[src/rtl/led_seq_decoder.sv]
// led_seq_decoder: decodes a select or an internal sequencer index onto active-low LEDs.
// Latency: led is registered, one clock after inputs/state; backpressure: none (free-running display).
// Optional blink gating is compiled in with the LED_BLINK_EN macro (adds the blink input).
//
// Ports:
//   clk     - clock, all state updates on the rising edge
//   rst     - synchronous active-high reset
//   enable  - block is active when enable == EN_CODE, otherwise all LEDs off
//   switch  - select index for DECODE (00) and THERMO (11)
//   mode    - 00 DECODE, 01 SCAN, 10 BOUNCE, 11 THERMO
//   led     - active-low LED drive, 2**SEL_W bits
//   blink   - (LED_BLINK_EN only) forces LEDs off during the second half of each blink period
module led_seq_decoder #(
  parameter int         SEL_W     = 3,
  parameter logic [2:0] EN_CODE   = 3'd4,
  parameter int         DIV       = 4,
  parameter int         BLINK_DIV = 8
) (
  input  logic                  clk,
  input  logic                  rst,
  input  logic [2:0]            enable,
  input  logic [SEL_W-1:0]      switch,
  input  logic [1:0]            mode,
  output logic [2**SEL_W-1:0]   led
`ifdef LED_BLINK_EN
  ,
  input  logic                  blink
`endif
);

  localparam int N_LED = 2**SEL_W;
  localparam int PW    = (DIV > 1) ? $clog2(DIV) : 1;

  localparam logic [1:0] MODE_DECODE = 2'b00;
  localparam logic [1:0] MODE_SCAN   = 2'b01;
  localparam logic [1:0] MODE_BOUNCE = 2'b10;
  localparam logic [1:0] MODE_THERMO = 2'b11;

  localparam logic [N_LED-1:0] ONE  = N_LED'(1);
  localparam logic [N_LED-1:0] ONES = '1;

  // Reject illegal parameterisations at elaboration time.
  if (SEL_W < 1 || SEL_W > 5) begin : g_bad_sel_w
    $error("led_seq_decoder: SEL_W must be 1..5");
  end
  if (DIV < 1) begin : g_bad_div
    $error("led_seq_decoder: DIV must be >= 1");
  end
  if (BLINK_DIV < 1) begin : g_bad_blink_div
    $error("led_seq_decoder: BLINK_DIV must be >= 1");
  end

  typedef enum logic {DIR_UP = 1'b0, DIR_DOWN = 1'b1} dir_t;

  logic [SEL_W-1:0] idx_q, idx_d;
  logic [PW-1:0]    pre_q, pre_d;
  dir_t             dir_q, dir_d;
  logic [1:0]       mode_q;
  logic [N_LED-1:0] led_q, led_d;

  logic             en;
  logic             entry;
  logic             step;
  logic [N_LED-1:0] therm;

  assign en    = (enable == EN_CODE);
  assign entry = (mode != mode_q);
  assign step  = (pre_q == PW'(DIV - 1));

  // Thermometer of switch+1 ones: shifting all-ones right by (N_LED-1-switch),
  // and N_LED-1-switch is simply ~switch at SEL_W bits. Avoids a carry bit.
  assign therm = ONES >> (~switch);

`ifdef LED_BLINK_EN
  localparam int BW = $clog2(2 * BLINK_DIV);
  logic [BW-1:0] bc_q;

  // Free-running blink phase counter, independent of en and mode.
  always_ff @(posedge clk) begin
    if (rst) begin
      bc_q <= '0;
    end else if (bc_q == BW'(2 * BLINK_DIV - 1)) begin
      bc_q <= '0;
    end else begin
      bc_q <= bc_q + BW'(1);
    end
  end
`endif

  always_comb begin
    idx_d = idx_q;
    pre_d = pre_q;
    dir_d = dir_q;
    led_d = ONES;

    if (en) begin
      if (entry) begin
        // New mode always starts its sequence from LED0, going up.
        idx_d = '0;
        pre_d = '0;
        dir_d = DIR_UP;
      end else if (mode == MODE_SCAN || mode == MODE_BOUNCE) begin
        pre_d = step ? '0 : pre_q + PW'(1);
        if (step) begin
          if (mode == MODE_SCAN) begin
            idx_d = idx_q + SEL_W'(1);  // natural wrap at N_LED
          end else if (dir_q == DIR_UP) begin
            // Turn around at the top end without repeating the end LED.
            if (idx_q == SEL_W'(N_LED - 1)) begin
              dir_d = DIR_DOWN;
              idx_d = SEL_W'(N_LED - 2);
            end else begin
              idx_d = idx_q + SEL_W'(1);
            end
          end else begin
            if (idx_q == '0) begin
              dir_d = DIR_UP;
              idx_d = SEL_W'(1);
            end else begin
              idx_d = idx_q - SEL_W'(1);
            end
          end
        end
      end

      case (mode)
        MODE_DECODE: led_d = ~(ONE << switch);
        MODE_THERMO: led_d = ~therm;
        default:     led_d = ~(ONE << idx_d);  // sequenced modes show the new index
      endcase
    end

`ifdef LED_BLINK_EN
    if (blink && bc_q >= BW'(BLINK_DIV)) begin
      led_d = ONES;
    end
`endif
  end

  always_ff @(posedge clk) begin
    if (rst) begin
      led_q  <= ONES;
      idx_q  <= '0;
      pre_q  <= '0;
      dir_q  <= DIR_UP;
      mode_q <= MODE_DECODE;
    end else begin
      led_q  <= led_d;
      idx_q  <= idx_d;
      pre_q  <= pre_d;
      dir_q  <= dir_d;
      mode_q <= mode;
    end
  end

  assign led = led_q;

endmodule

[config.mk]
export PLATFORM = sky130hd
export DESIGN_NAME = led_seq_decoder
export DESIGN_NICKNAME = d
export VERILOG_FILES = /design/src/rtl/led_seq_decoder.sv
export SDC_FILE = /design/constraint.sdc
export NUM_CORES = 1
export LEC_CHECK = 0
export ABC_AREA = 1
export BUFFER_PORTS_ARGS = -buffer_cell sky130_fd_sc_hd__buf_2
export CELL_PAD_IN_SITES_DETAIL_PLACEMENT = 1
export CELL_PAD_IN_SITES_GLOBAL_PLACEMENT = 1
export CORE_AREA = 3 3 64 54
export DETAILED_ROUTE_END_ITERATION = 8
export DIE_AREA = 0 0 67 57
export HOLD_SLACK_MARGIN = 0.02
export PLACE_DENSITY = 0.8
export RECOVER_POWER = 25
export SKIP_CTS_REPAIR_TIMING = 1
export SYNTH_ARGS = -nofsm -noshare
export SYNTH_HDL_FRONTEND = slang
export SYNTH_SLANG_ARGS = --single-unit
[constraint.sdc]
create_clock -name clk -period 1.8 [get_ports clk]
set_input_delay 0.09 -clock clk [delete_from_list [all_inputs] [get_ports clk]]
set_output_delay 0.09 -clock clk [all_outputs]
set_load 0.1 [all_outputs]
* Word level (Yosys, flattened, before mapping)
Cells that the tools add are included.
** Storage, ports and cells
- Register bits :: 16
- Output and inout bits :: 8
- Input port bits :: 10
- Word-level logic and storage cells :: 51
** Operators by class
- Shift operators :: 3
- Add/sub/neg operators :: 3
- Muxes and demuxes :: 19
- Bitwise logic cells :: 5
- Eq/ne operators :: 8
- Reduce and logical (&&, ||, !) cells :: 8
** Operator list (number)
- $mux W3 :: 8
- $not A8 Y8 :: 3
- $pmux W8 S2 :: 1
- $shl A1 B3 Y8 const A :: 2
- $shr A8 B3 Y8 const A :: 1
- $mux W1 :: 7
- $eq A2 B2 Y1 const B :: 3
- $eq A3 B3 Y1 const B :: 2
- $mux W2 :: 3
- $reduce_and A4 Y1 :: 1
- $reduce_bool A2 Y1 :: 2
- $add A3 B1 Y3 const B :: 1
- $logic_not A3 Y1 :: 1
- $not A3 Y3 :: 1
- $sub A3 B1 Y3 const B :: 1
- $add A2 B1 Y2 const B :: 1
- $eq A2 B1 Y1 const B :: 1
- $logic_not A2 Y1 :: 1
- $ne A2 B2 Y1 :: 1
- $ne A2 B2 Y1 const B :: 1
- $reduce_and A2 Y1 :: 1
- $reduce_or A2 Y1 :: 1
- $logic_or A1 B1 Y1 :: 1
- $not A1 Y1 :: 1

* Longest topological paths before layout
Gate-level depths: netlist of run 1.
- Word-level depth :: 11
- Gate-level depth with buffers :: 12
- Mapped depth without buffers :: 12

* Least setup slack after synthesis of run 1
No wires, ideal clock.
- Path kind :: register to register
- From :: register idx_q[0]
- To :: register led_q[2], in the netlist led[2]
- Buffers on the path :: 0
- Setup time :: 0.119 ns
- Slack :: 0.284 ns
- Period minus slack after synthesis :: 1.516 ns
- Data required time :: 1.681 ns
- Stages on the path, launching flop included :: 12
- Arrival :: 1.397 ns
- Cells stage by stage :: dfxtp_1 inv_1 ha_1 ha_1 nand2_1 nor2_1 nor2_1 nor2_2 nor2_2 nand4_1 nand2_1 nand2_1
** On the way
- Cells in the longest elaborated chain, start to end :: 11
- Elaborated cells between the ends (all ways) :: 15
- Classes of those cells :: add/sub (2); eq/ne (1); shift (1); mux (9); bitwise (1); reduce/logical (1)
** RTL lines
- start: declaration :: line 55 : logic [SEL_W-1:0] idx_q, idx_d;
- start signal: assignment :: line 149 : idx_q <= idx_d;
- $add A3 B1 Y3 (tied with other cells) :: line 106, 113
- $mux W3 (on tied branches) :: line 109, 116
- $mux W3 :: line 107 : end else if (dir_q == DIR_UP) begin
- $mux W3 :: line 105 : if (mode == MODE_SCAN) begin
- $mux W3 :: line 104 : if (step) begin
- $mux W3 (*) :: line 102 : end else if (mode == MODE_SCAN || mode == MODE_BOUNCE) begin
- $mux W3 (*) :: line 97 : if (entry) begin
- $mux W3 (*) :: line 96 : if (en) begin
- $shl A1 B3 Y8 (*) :: line 129 : default: led_d = ~(ONE << idx_d);
- $not A8 Y8 (*) :: line 129
- $pmux W8 S2 (*) :: line 126 : case (mode)
- end signal: assignment :: line 148 : led_q <= led_d;
- end: declaration :: line 59 : logic [N_LED-1:0] led_q, led_d;
Every way passes the cells marked *; elsewhere a longest branch is shown, timed or not. The select of a mux whose other input is x is not followed.
A chain may end at the register's enable or synchronous reset.

* Worst setup path after layout of run 1
- From :: register idx_q[0]
- To :: register led_q[6], in the netlist led[6]
The elaborated chain is that of the path after synthesis.

==> reports/metrics.cfg, run 1 <==
[outcome]
status=finished with violations
violations=setup timing

[timing]
fmaxAchievable_ghz=0.551
slew_viol_final=0
finalHoldViolCount=0
tightest_slew_ps=1180
final.period_utilization_pct=101
fin_crit_ps=1810
setup_viol=1
worst_slack_ps=-13.8
relSlewSlack_pct=21.7
tns_ps=-13.8
skew_ps=1.54

[cts]
worstSkewPairLatency_ps=250
cts_buffers=3
clock_path_buffers=2
clk_pin_slew_ps=70
cts_tree=done
cts_sinks=16
root_buffer=clkbuf_8
ctsHtreeMaxLevel=1

[synth]
synth.most_common_cell=nand2_1
synth_common_cells=nand2_1, inv_1, dfxtp_1
yosys_warnings=0
synth_ff_type=dfxtp_1
synthArstFlopShare_pct=0
synth_top_area_cell=dfxtp_1
syn_inst=161
synth_seq_cells=16
syn-num-nets=181
synth_edf_count=0
yosysSeqAreaShare_pct=28.8
synth_top_area_share_pct=28.8
synth_area_leaders=dfxtp_1, nand2_1, ha_1, inv_1, nand3_1
syn_area_per_cell_um2=6.91
synth_area_um2=1110
ys_types=29

[routing]
drt-initial-drc-count=52
drc=0
routedWlPerCell_um=16.4
ant_nets=0
routed_wl_um=3650
dr.pass1.iters=4
dr_total_vias=1150
vias_per_cell=5.18

[floorplan]
coreArea_um2=2810
ioPinCount=18
die_y_um=57
die-area_um2=3820
initial_core_util_pct=39.6
rows=17
die-width_um=67

[placement]
placed_area_um2=1240
gp_congestion=0.790
post-place-cells=215
hpwl_um=2570
numPortBuffers=17

[critical_path]
cp_cell_sequence=inv_2, ha_4, ha_4, nand2_2, nor2_2, nor2_2, nor2_4, nor2_4, buf_6, nand4_1, nand2_1, nand2_1
crit_path_end_kind=register
critPathTopFamily=simple AND/OR/NAND/NOR gates
rr_worst_depth=12
r2r_setup_slack_ps=-10
startpoint_type=register
critPathMaxStageDelay_ps=370
crit_required_ps=1940
arrival_ps=1950
crit_type=register to register
crit_buf_inv=2
r2r-start=idx_q[0]$_SDFFE_PP0N_
r2r-end=led[6]$_SDFF_PP1_
critPathSlowestCell=dfxtp_2
crit_fanout=4

[global_route]
track_usage_pct=18.3
grt_pass1_wl_um=5370
grt_pass1_vias=1165
grt_start_max_net_pins=12
antenna_found_initial=0
grt_overflow=0

[worst_hold_path]
hp-class=input port to register
min_from=rst
min_to=pre_q[1]$_SDFFE_PP0P_
hold_depth=2

[pwr]
powerDensity_nw_per_um2=660
power_leakage_nw=0.599
power_uw=916
ir_drop_mv=0.407

[finish]
synthToLayoutAreaGrowth_pct=24.9
fin_area_um2=1390
num-fill-cells=375
antenna_cells=0
final_cells=222
drive_above_1_share_pct=29.3
final_nets=205

[run]
cap_violations=0

## flip-flops by register name, indices dropped and copies added (netlist names)
signal	count
dir_q	1
idx_q	3
led	8
mode_q	2
pre_q	2
## cells by family (layout without fill, tap and decap cells)
kind of cell / Yosys count / count (layout) / share of synthesized area, %
buffers and inverters: 25 / 48 / 9.67
AND/OR/NAND/NOR: 84 / 84 / 36.0
adder cells (fa/ha/maj): 10 / 10 / 11.2
flip-flops: 16 / 16 / 28.8
AO/OA/AOI/OAI: 24 / 24 / 12.7
XOR/XNOR: 2 / 2 / 1.58
## how the worst max path moves through the flow
stage                          startpoint                end  slack, ps  cells past startpoint
finish              idx_q[0]$_SDFFE_PP0N_  led[6]$_SDFF_PP1_        -10                     12
global route        idx_q[0]$_SDFFE_PP0N_  led[6]$_SDFF_PP1_        -80                     12
CTS                 idx_q[0]$_SDFFE_PP0N_  led[4]$_SDFF_PP1_        -10                     11
detailed placement  idx_q[0]$_SDFFE_PP0N_  led[4]$_SDFF_PP1_          5                     11
global placement    idx_q[0]$_SDFFE_PP0N_  led[0]$_SDFF_PP1_        140                     11
floorplan           idx_q[0]$_SDFFE_PP0N_  led[2]$_SDFF_PP1_        280                     11
## placed cells by master (no fill, tap or decap)
master	instances
nor2_4	3
ha_2	1
buf_6	1
inv_1	18
ha_1	7
clkbuf_8	4
nor2_2	3
clkbuf_1	5
buf_4	4
buf_2	12
nand3b_1	1
nand4_1	3
dfxtp_1	13
dfxtp_2	2
nand2_2	9
inv_2	2
xnor2_1	2
nand2_1	33
nor3b_1	1
dfxtp_4	1
a31oi_1	1
o21ai_0	5
o21bai_1	1
ha_4	2
nor3b_2	1
inv_4	1
nand3_1	10
nor3_1	2
clkinv_2	1
a21oi_1	9
nor2_1	13
nand3_2	5
a211oi_1	4
o31ai_1	1
a21oi_2	1
o21ai_2	1
o22ai_1	1
## area by class of cell
cell class              count  area [um2]  share of cell area [%]
clock buffers               4        55.1                    3.96
inverters                  22        86.3                    6.22
multi-input cells         120         753                    54.2
flip-flops and latches     16         327                    23.5
well taps                  38        47.5                    3.42
repair buffers             22         120                    8.65
## metrics by stage
step / setup slack [ps] / util (%) / hold WS, ps
2_1_floorplan: 284 / - / 159
3_3_place_gp: 141 / 44.0 / 297
3_5_place_dp: 4.59 / 44.0 / 313
4_1_cts: -10.1 / 46.0 / 38.7
5_1_grt: -75.9 / 49.5 / 49.2
6_report: -13.8 / 49.5 / 39.9
## power breakdown
part | total, mW | internal, mW | switching, mW
Combinational | 0.213 | 0.0648 | 0.149
Sequential | 0.376 | 0.366 | 0.0106
Clock | 0.327 | 0.194 | 0.132
Total | 0.916 | 0.625 | 0.291
## routing by layer
| metal | up-vias | global-route usage [%] | wire [um] |
|---|---|---|---|
| met4 | 0 | 3.47 | 48 |
| met2 | 22 | 31.7 | 1890 |
| li1 | 569 | - | - |
| met1 | 554 | 22.9 | 1560 |
| met5 | - | 0 | 0 |
| met3 | 5 | 4.92 | 149 |
## worst register-to-register path, delay by kind of cell (launching register included)
| family | cells | cell delay (ps) |
|---|---|---|
| adders and majority gates | 2 | 320 |
| and+or+nand+nor | 8 | 830 |
| buffers and inverters | 2 | 180 |
| DFF | 1 | 370 |
Note: power is estimated with default switching activity, not from simulation.
==> run 2, diff against run 1 <==
--- a/config.mk
+++ b/config.mk
@@ -9,11 +9,11 @@
 export BUFFER_PORTS_ARGS = -buffer_cell sky130_fd_sc_hd__buf_2
 export CELL_PAD_IN_SITES_DETAIL_PLACEMENT = 1
 export CELL_PAD_IN_SITES_GLOBAL_PLACEMENT = 1
-export CORE_AREA = 3 3 64 54
+export CORE_AREA = 3 3 75 63
 export DETAILED_ROUTE_END_ITERATION = 8
-export DIE_AREA = 0 0 67 57
+export DIE_AREA = 0 0 78 66
 export HOLD_SLACK_MARGIN = 0.02
-export PLACE_DENSITY = 0.8
+export PLACE_DENSITY = 0.61
 export RECOVER_POWER = 25
 export SKIP_CTS_REPAIR_TIMING = 1
 export SYNTH_ARGS = -nofsm -noshare
==> run 2 against run 1 <==
The flow now finishes without violations. Count of clock-buffer cells in the layout did not move. Routed wire length down 18%. Via count shrank 4.6%. Combinational power down 9%. Core utilization down 17 points. Die area increased by 35%. Sequential share of layout area up 0.58 points. Clock skew rose by 1.8 ps.
==> reports/metrics.cfg, run 2 (synthesis gave the netlist of run 1 again) <==
[outcome]
status=completed

[global_route]
use_met3_pct=2.86  ; -2.1 points
grt_use_met1_pct=16.3  ; -6.6 points
grt_overflow=0  ; unchanged
antenna_found_initial=0  ; unchanged
grt_start_max_net_pins=12  ; unchanged
track_usage_pct=12.4  ; -6.0 points
use_met2_pct=21.4  ; -10 points
globalRoute.busiestLayer=met2
grt_pass1_vias=1096  ; -5.9%
grt_pass1_wl_um=4990  ; -7.1%

[routing]
dr.pass1.iters=4  ; unchanged
ant_nets=0  ; unchanged
routedWlPerCell_um=12.6  ; -23%
drc=0  ; unchanged
drt-initial-drc-count=28  ; -46%
dr_total_vias=1097  ; -4.6%
routed_wl_um=3010  ; -18%
vias_per_cell=4.59  ; -11%

[worst_hold_path]
min_to=pre_q[1]$_SDFFE_PP0P_
min_from=rst
hp-class=input port to register
hold_depth=2  ; unchanged

[critical_path]
worst_path_most_repeated_cell=nand2_1
r2r_setup_slack_ps=140  ; +160 ps
crit_path_end_kind=register
arrival_ps=1800  ; -150 ps
r2r-start=idx_q[0]$_SDFFE_PP0N_
rr_worst_depth=12  ; unchanged
cp_num_cells=12  ; unchanged
startpoint_type=register
crit_fanout=4  ; unchanged
critPathMaxStageDelay_ps=340  ; -30 ps
crit_type=register to register
r2r-end=led[7]$_SDFF_PP1_
critPathSlowestCell=dfxtp_2
critPathTopFamily=simple AND/OR/NAND/NOR gates
crit_buf_inv=1  ; -1
crit_required_ps=1940  ; about the same
cp_cell_sequence=inv_1, ha_2, ha_1, nand2_1, nor2_1, nor2_1, nor2_2, nor2_2, nor2_4, nand3_1, nand2_1, nand2_1

[floorplan]
die-area_um2=5150  ; +35%
initial_core_util_pct=27.1  ; -12 points
coreArea_um2=4100  ; +46%
rows=21  ; +4
ioPinCount=18  ; unchanged
die-width_um=78  ; +16%
die_y_um=66  ; +16%

[finish]
final_cells=239  ; +7.7%
fin_area_um2=1340  ; -3.5%
largest_register_ffs=8  ; unchanged
drive_above_1_share_pct=23.1  ; -6.3 points
final_cell_mix=nand2_1, inv_1, nand3_1, nor2_1, dfxtp_1
antenna_cells=0  ; unchanged
layout_commonest_cell=nand2_1
num-fill-cells=546  ; +46%
final_nets=203  ; -0.98%
synthToLayoutAreaGrowth_pct=20.5

[cts]
clock_path_buffers=2  ; unchanged
worstSkewPairLatency_ps=250  ; about the same
clk_pin_slew_ps=70  ; about the same
ctsHtreeMaxLevel=1  ; unchanged
cts_buffers=3  ; unchanged
root_buffer=clkbuf_8
cts_sinks=16  ; unchanged
cts_tree=done

[timing]
skew_ps=3.31  ; +1.77 ps
hold_ws_ps=35.4  ; -4.50 ps
tightest_slew_ps=1170  ; -14.0 ps
setup_viol=0  ; -1
final.period_utilization_pct=92.0  ; -8.8 points
finalHoldViolCount=0  ; unchanged
slew_viol_final=0  ; unchanged
relSlewSlack_pct=22.6  ; +0.93 points
fin_crit_ps=1660  ; -158 ps
fmaxAchievable_ghz=0.604  ; +9.5%

[pwr]
ir_drop_mv=0.326  ; -20%
powerDensity_nw_per_um2=670  ; +1.6%
power_leakage_nw=0.592  ; -1.2%

[placement]
hpwl_um=2420  ; -5.7%
numPortBuffers=17  ; unchanged
post-place-cells=235  ; +9.3%
placed_area_um2=1270  ; +2.5%
gp_congestion=0.876  ; +11%

[run]
cap_violations=0  ; unchanged

-- run 2: cell types whose count changed in the layout (fill, tap and decap cells not counted), sizes merged --
| cell | change |
|---|---|
| buf | -2 |
-- run 2: final cells by class --
| class | count | area (um2) | area share [%] |
|---|---|---|---|
| timing repair buffer | 20 | 101 | 7.56 |
| tap | 57 | 71.3 | 5.32 |
| inverter | 22 | 83.8 | 6.26 |
| clock buffer | 4 | 55.1 | 4.11 |
| sequential | 16 | 323 | 24.1 |
| multi-input combinational | 120 | 706 | 52.7 |
-- run 2: through the flow --
| stage | worst slack (ps) | TNS [ps] | total power, mW | util (%) |
|---|---|---|---|---|
| floorplan | 284 | 0 | 0.521 | - |
| global placement | 141 | 0 | 0.566 | 30.9 |
| detailed placement | 72.0 | 0 | 0.572 | 30.9 |
| CTS | 56.7 | 0 | 0.909 | 32.3 |
| global route | -10.3 | -20.3 | 0.955 | 32.7 |
| finish | 144 | 0 | 0.898 | 32.7 |
-- run 2: worst max path at each step --
stage                        end                  start  slack [ps]
2_1_floorplan  led[2]$_SDFF_PP1_  idx_q[0]$_SDFFE_PP0N_         280
3_3_place_gp   led[0]$_SDFF_PP1_  idx_q[0]$_SDFFE_PP0N_         140
3_5_place_dp   led[0]$_SDFF_PP1_  idx_q[0]$_SDFFE_PP0N_          70
4_1_cts        led[0]$_SDFF_PP1_  idx_q[0]$_SDFFE_PP0N_          60
5_1_grt        led[5]$_SDFF_PP1_  idx_q[0]$_SDFFE_PP0N_         -10
6_report       led[7]$_SDFF_PP1_  idx_q[0]$_SDFFE_PP0N_         140
-- run 2: where the power goes --
part / switching (mW) / internal (mW) / leakage (nW)
Sequential: 0.00776 / 0.366 / 0.131
Combinational: 0.136 / 0.0579 / 0.432
Clock: 0.136 / 0.194 / 0.0288
Total: 0.280 / 0.618 / 0.592
-- run 2: per-layer routing --
metal,vias up,wire [um]
met2,15,1440
met4,0,11
met5,-,0
li1,561,-
met3,2,104
met1,519,1450
==> run 3, diff against run 2 <==
--- a/config.mk
+++ b/config.mk
@@ -12,6 +12,7 @@
 export CORE_AREA = 3 3 75 63
 export DETAILED_ROUTE_END_ITERATION = 8
 export DIE_AREA = 0 0 78 66
+export GPL_TIMING_DRIVEN = 0
 export HOLD_SLACK_MARGIN = 0.02
 export PLACE_DENSITY = 0.61
 export RECOVER_POWER = 25
==> run 3 against run 2 <==
Die area stayed put. Routed wire length is 1.8% lower. Fmax is 1.9% higher. Cell area is 0.19% lower. Power is 0.31% lower. Count of clock-buffer cells in the layout stayed put. Largest cell class unchanged. Global-route usage is 0.12 points lower.
==> reports/metrics.cfg, run 3 (synthesis gave the netlist of run 1 again) <==
[outcome]
status=completed

[placement]
dp_slack_ps=18.2  ; -53.8 ps
numPortBuffers=16  ; -1
gp_congestion=0.783  ; -11%
placed_area_um2=1260  ; -0.30%
post-place-cells=234  ; -0.43%
hpwl_um=2390  ; -1.4%

[pwr]
p_comb_share_pct=21.6  ; about the same
clock_power_share_pct=36.5  ; -0.3 points
power_uw=895  ; -0.31%
internal-power_uw=620  ; +0.25%
sw_frac_of_total_pct=30.8  ; -0.38 points
power_leakage_nw=0.581  ; -1.9%
switchingPower_uw=275  ; -1.5%
seq_power_share_pct=41.9  ; +0.3 points
powerDensity_nw_per_um2=669  ; -0.12%
ir_drop_mv=0.343  ; +5.2%

[timing]
fin_crit_ps=1620  ; -31.4 ps
final.period_utilization_pct=90.3  ; -1.7 points
fmaxAchievable_ghz=0.616  ; +1.9%
tightest_slew_ps=1170  ; +8.01 ps
worst_slack_ps=175  ; +31.4 ps
tns_ps=0  ; unchanged
rsz0062_at_grt=false
finalHoldViolCount=0  ; unchanged
setup_viol=0  ; unchanged
skew_ps=10.7  ; +7.37 ps
slew_viol_final=0  ; unchanged
relSlewSlack_pct=22.1  ; -0.53 points

[critical_path]
rr_worst_depth=12  ; unchanged
crit_type=register to register
r2r-end=led[1]$_SDFF_PP1_
r2r_setup_slack_ps=180  ; +30 ps
crit_path_end_kind=register
crit_fanout=4  ; unchanged
r2r-start=idx_q[0]$_SDFFE_PP0N_
crit_required_ps=1930  ; about the same
startpoint_type=register
arrival_ps=1760  ; -40 ps

[routing]
drt-initial-drc-count=49  ; +75%
ant_nets=0  ; unchanged
drc=0  ; unchanged
routed_wl_um=2950  ; -1.8%
routedWlPerCell_um=12.4  ; -1.4%
dr.pass1.iters=4  ; unchanged
vias_per_cell=4.54  ; -1.0%
dr_total_vias=1081  ; -1.5%

[global_route]
track_usage_pct=12.3  ; -0.12 points
grt_pass1_vias=1074  ; -2.0%
grt_overflow=0  ; unchanged
grt_start_max_net_pins=11  ; -1
grt_pass1_wl_um=5020  ; +0.70%
antenna_found_initial=0  ; unchanged

[finish]
antenna_cells=0  ; unchanged
final_nets=202  ; -0.49%
final_cell_mix=nand2_1, inv_1, nor2_1
drive_above_1_share_pct=21.5  ; -1.5 points
layout_commonest_cell=nand2_1
fin_area_um2=1340  ; -0.19%
largest_register_ffs=8  ; unchanged
synthToLayoutAreaGrowth_pct=20.2
final_cells=238  ; -0.42%

[cts]
worstSkewPairLatency_ps=250  ; about the same
root_buffer=clkbuf_8
clk_pin_slew_ps=70  ; about the same
cts_tree=done
cts_sinks=16  ; unchanged
cts_buffers=3  ; unchanged
clock_path_buffers=2  ; unchanged
ctsHtreeMaxLevel=1  ; unchanged

[floorplan]
coreArea_um2=4100  ; unchanged
die_y_um=66  ; unchanged
die-width_um=78  ; unchanged
initial_core_util_pct=27.1  ; unchanged
rows=21  ; unchanged
ioPinCount=18  ; unchanged
die-area_um2=5150  ; unchanged

[worst_hold_path]
min_to=mode_q[0]$_SDFF_PP0_
hold_depth=2  ; unchanged
min_from=rst
hp-class=input port to register

[run]
cap_violations=0  ; unchanged

-- run 3: layer usage --
layer | track usage, % | share of wire [%] | vias to the layer above
met1 | 16.4 | 50 | 499
li1 | - | - | 565
met5 | 0 | 0 | -
met3 | 3.13 | 3.7 | 2
met2 | 19.9 | 46 | 15
met4 | 2.62 | 0.58 | 0
-- run 3: worst max-delay path by stage --
| stage | start | end | slack, ps | cells after the start |
|---|---|---|---|---|
| detailed placement | idx_q[0]$_SDFFE_PP0N_ | led[0]$_SDFF_PP1_ | 20 | 11 |
| global route | idx_q[0]$_SDFFE_PP0N_ | led[1]$_SDFF_PP1_ | 9 | 11 |
| finish | idx_q[0]$_SDFFE_PP0N_ | led[1]$_SDFF_PP1_ | 180 | 12 |
| CTS | idx_q[0]$_SDFFE_PP0N_ | led[0]$_SDFF_PP1_ | -7 | 11 |
| floorplan | idx_q[0]$_SDFFE_PP0N_ | led[2]$_SDFF_PP1_ | 280 | 11 |
| global placement | idx_q[0]$_SDFFE_PP0N_ | led[4]$_SDFF_PP1_ | 50 | 11 |
-- run 3: cell type report --
class / count / area [um2]
Buffer: 3 / 23.8
Clock buffer: 4 / 55.1
Fill cell: 547 / 2760
Inverter: 22 / 83.8
Multi-Input combinational cell: 120 / 708
Sequential cell: 16 / 323
Tap cell: 57 / 71.3
Timing Repair Buffer: 16 / 72.6
-- run 3: power groups by stage --
stage,Sequential (mW),Clock (mW),Combinational (mW)
floorplan,0.407,0,0.114
global placement,0.382,0,0.184
detailed placement,0.383,0,0.190
CTS,0.374,0.342,0.191
global route,0.377,0.354,0.217
finish,0.375,0.327,0.193
-- run 3: metrics by stage --
step / hold WS (ps) / util [%]
4_1_cts: 39.0 / 32.2
5_1_grt: 50.7 / 32.6
3_5_place_dp: 313 / 30.8
6_report: 41.8 / 32.6
2_1_floorplan: 159 / -
3_3_place_gp: 300 / 30.8
-- run 3: worst max-delay path, cell delays in order (launching register included) --
cell and delay [ps]:
dfxtp_2 340, inv_1 100, ha_4 150, ha_1 140
nand2_1 70, nor2_1 110, nor2_1 60, nor2_2 190
nor2_4 60, nor2_4 110, nand3_1 80, nand2_1 60
nand2_1 40
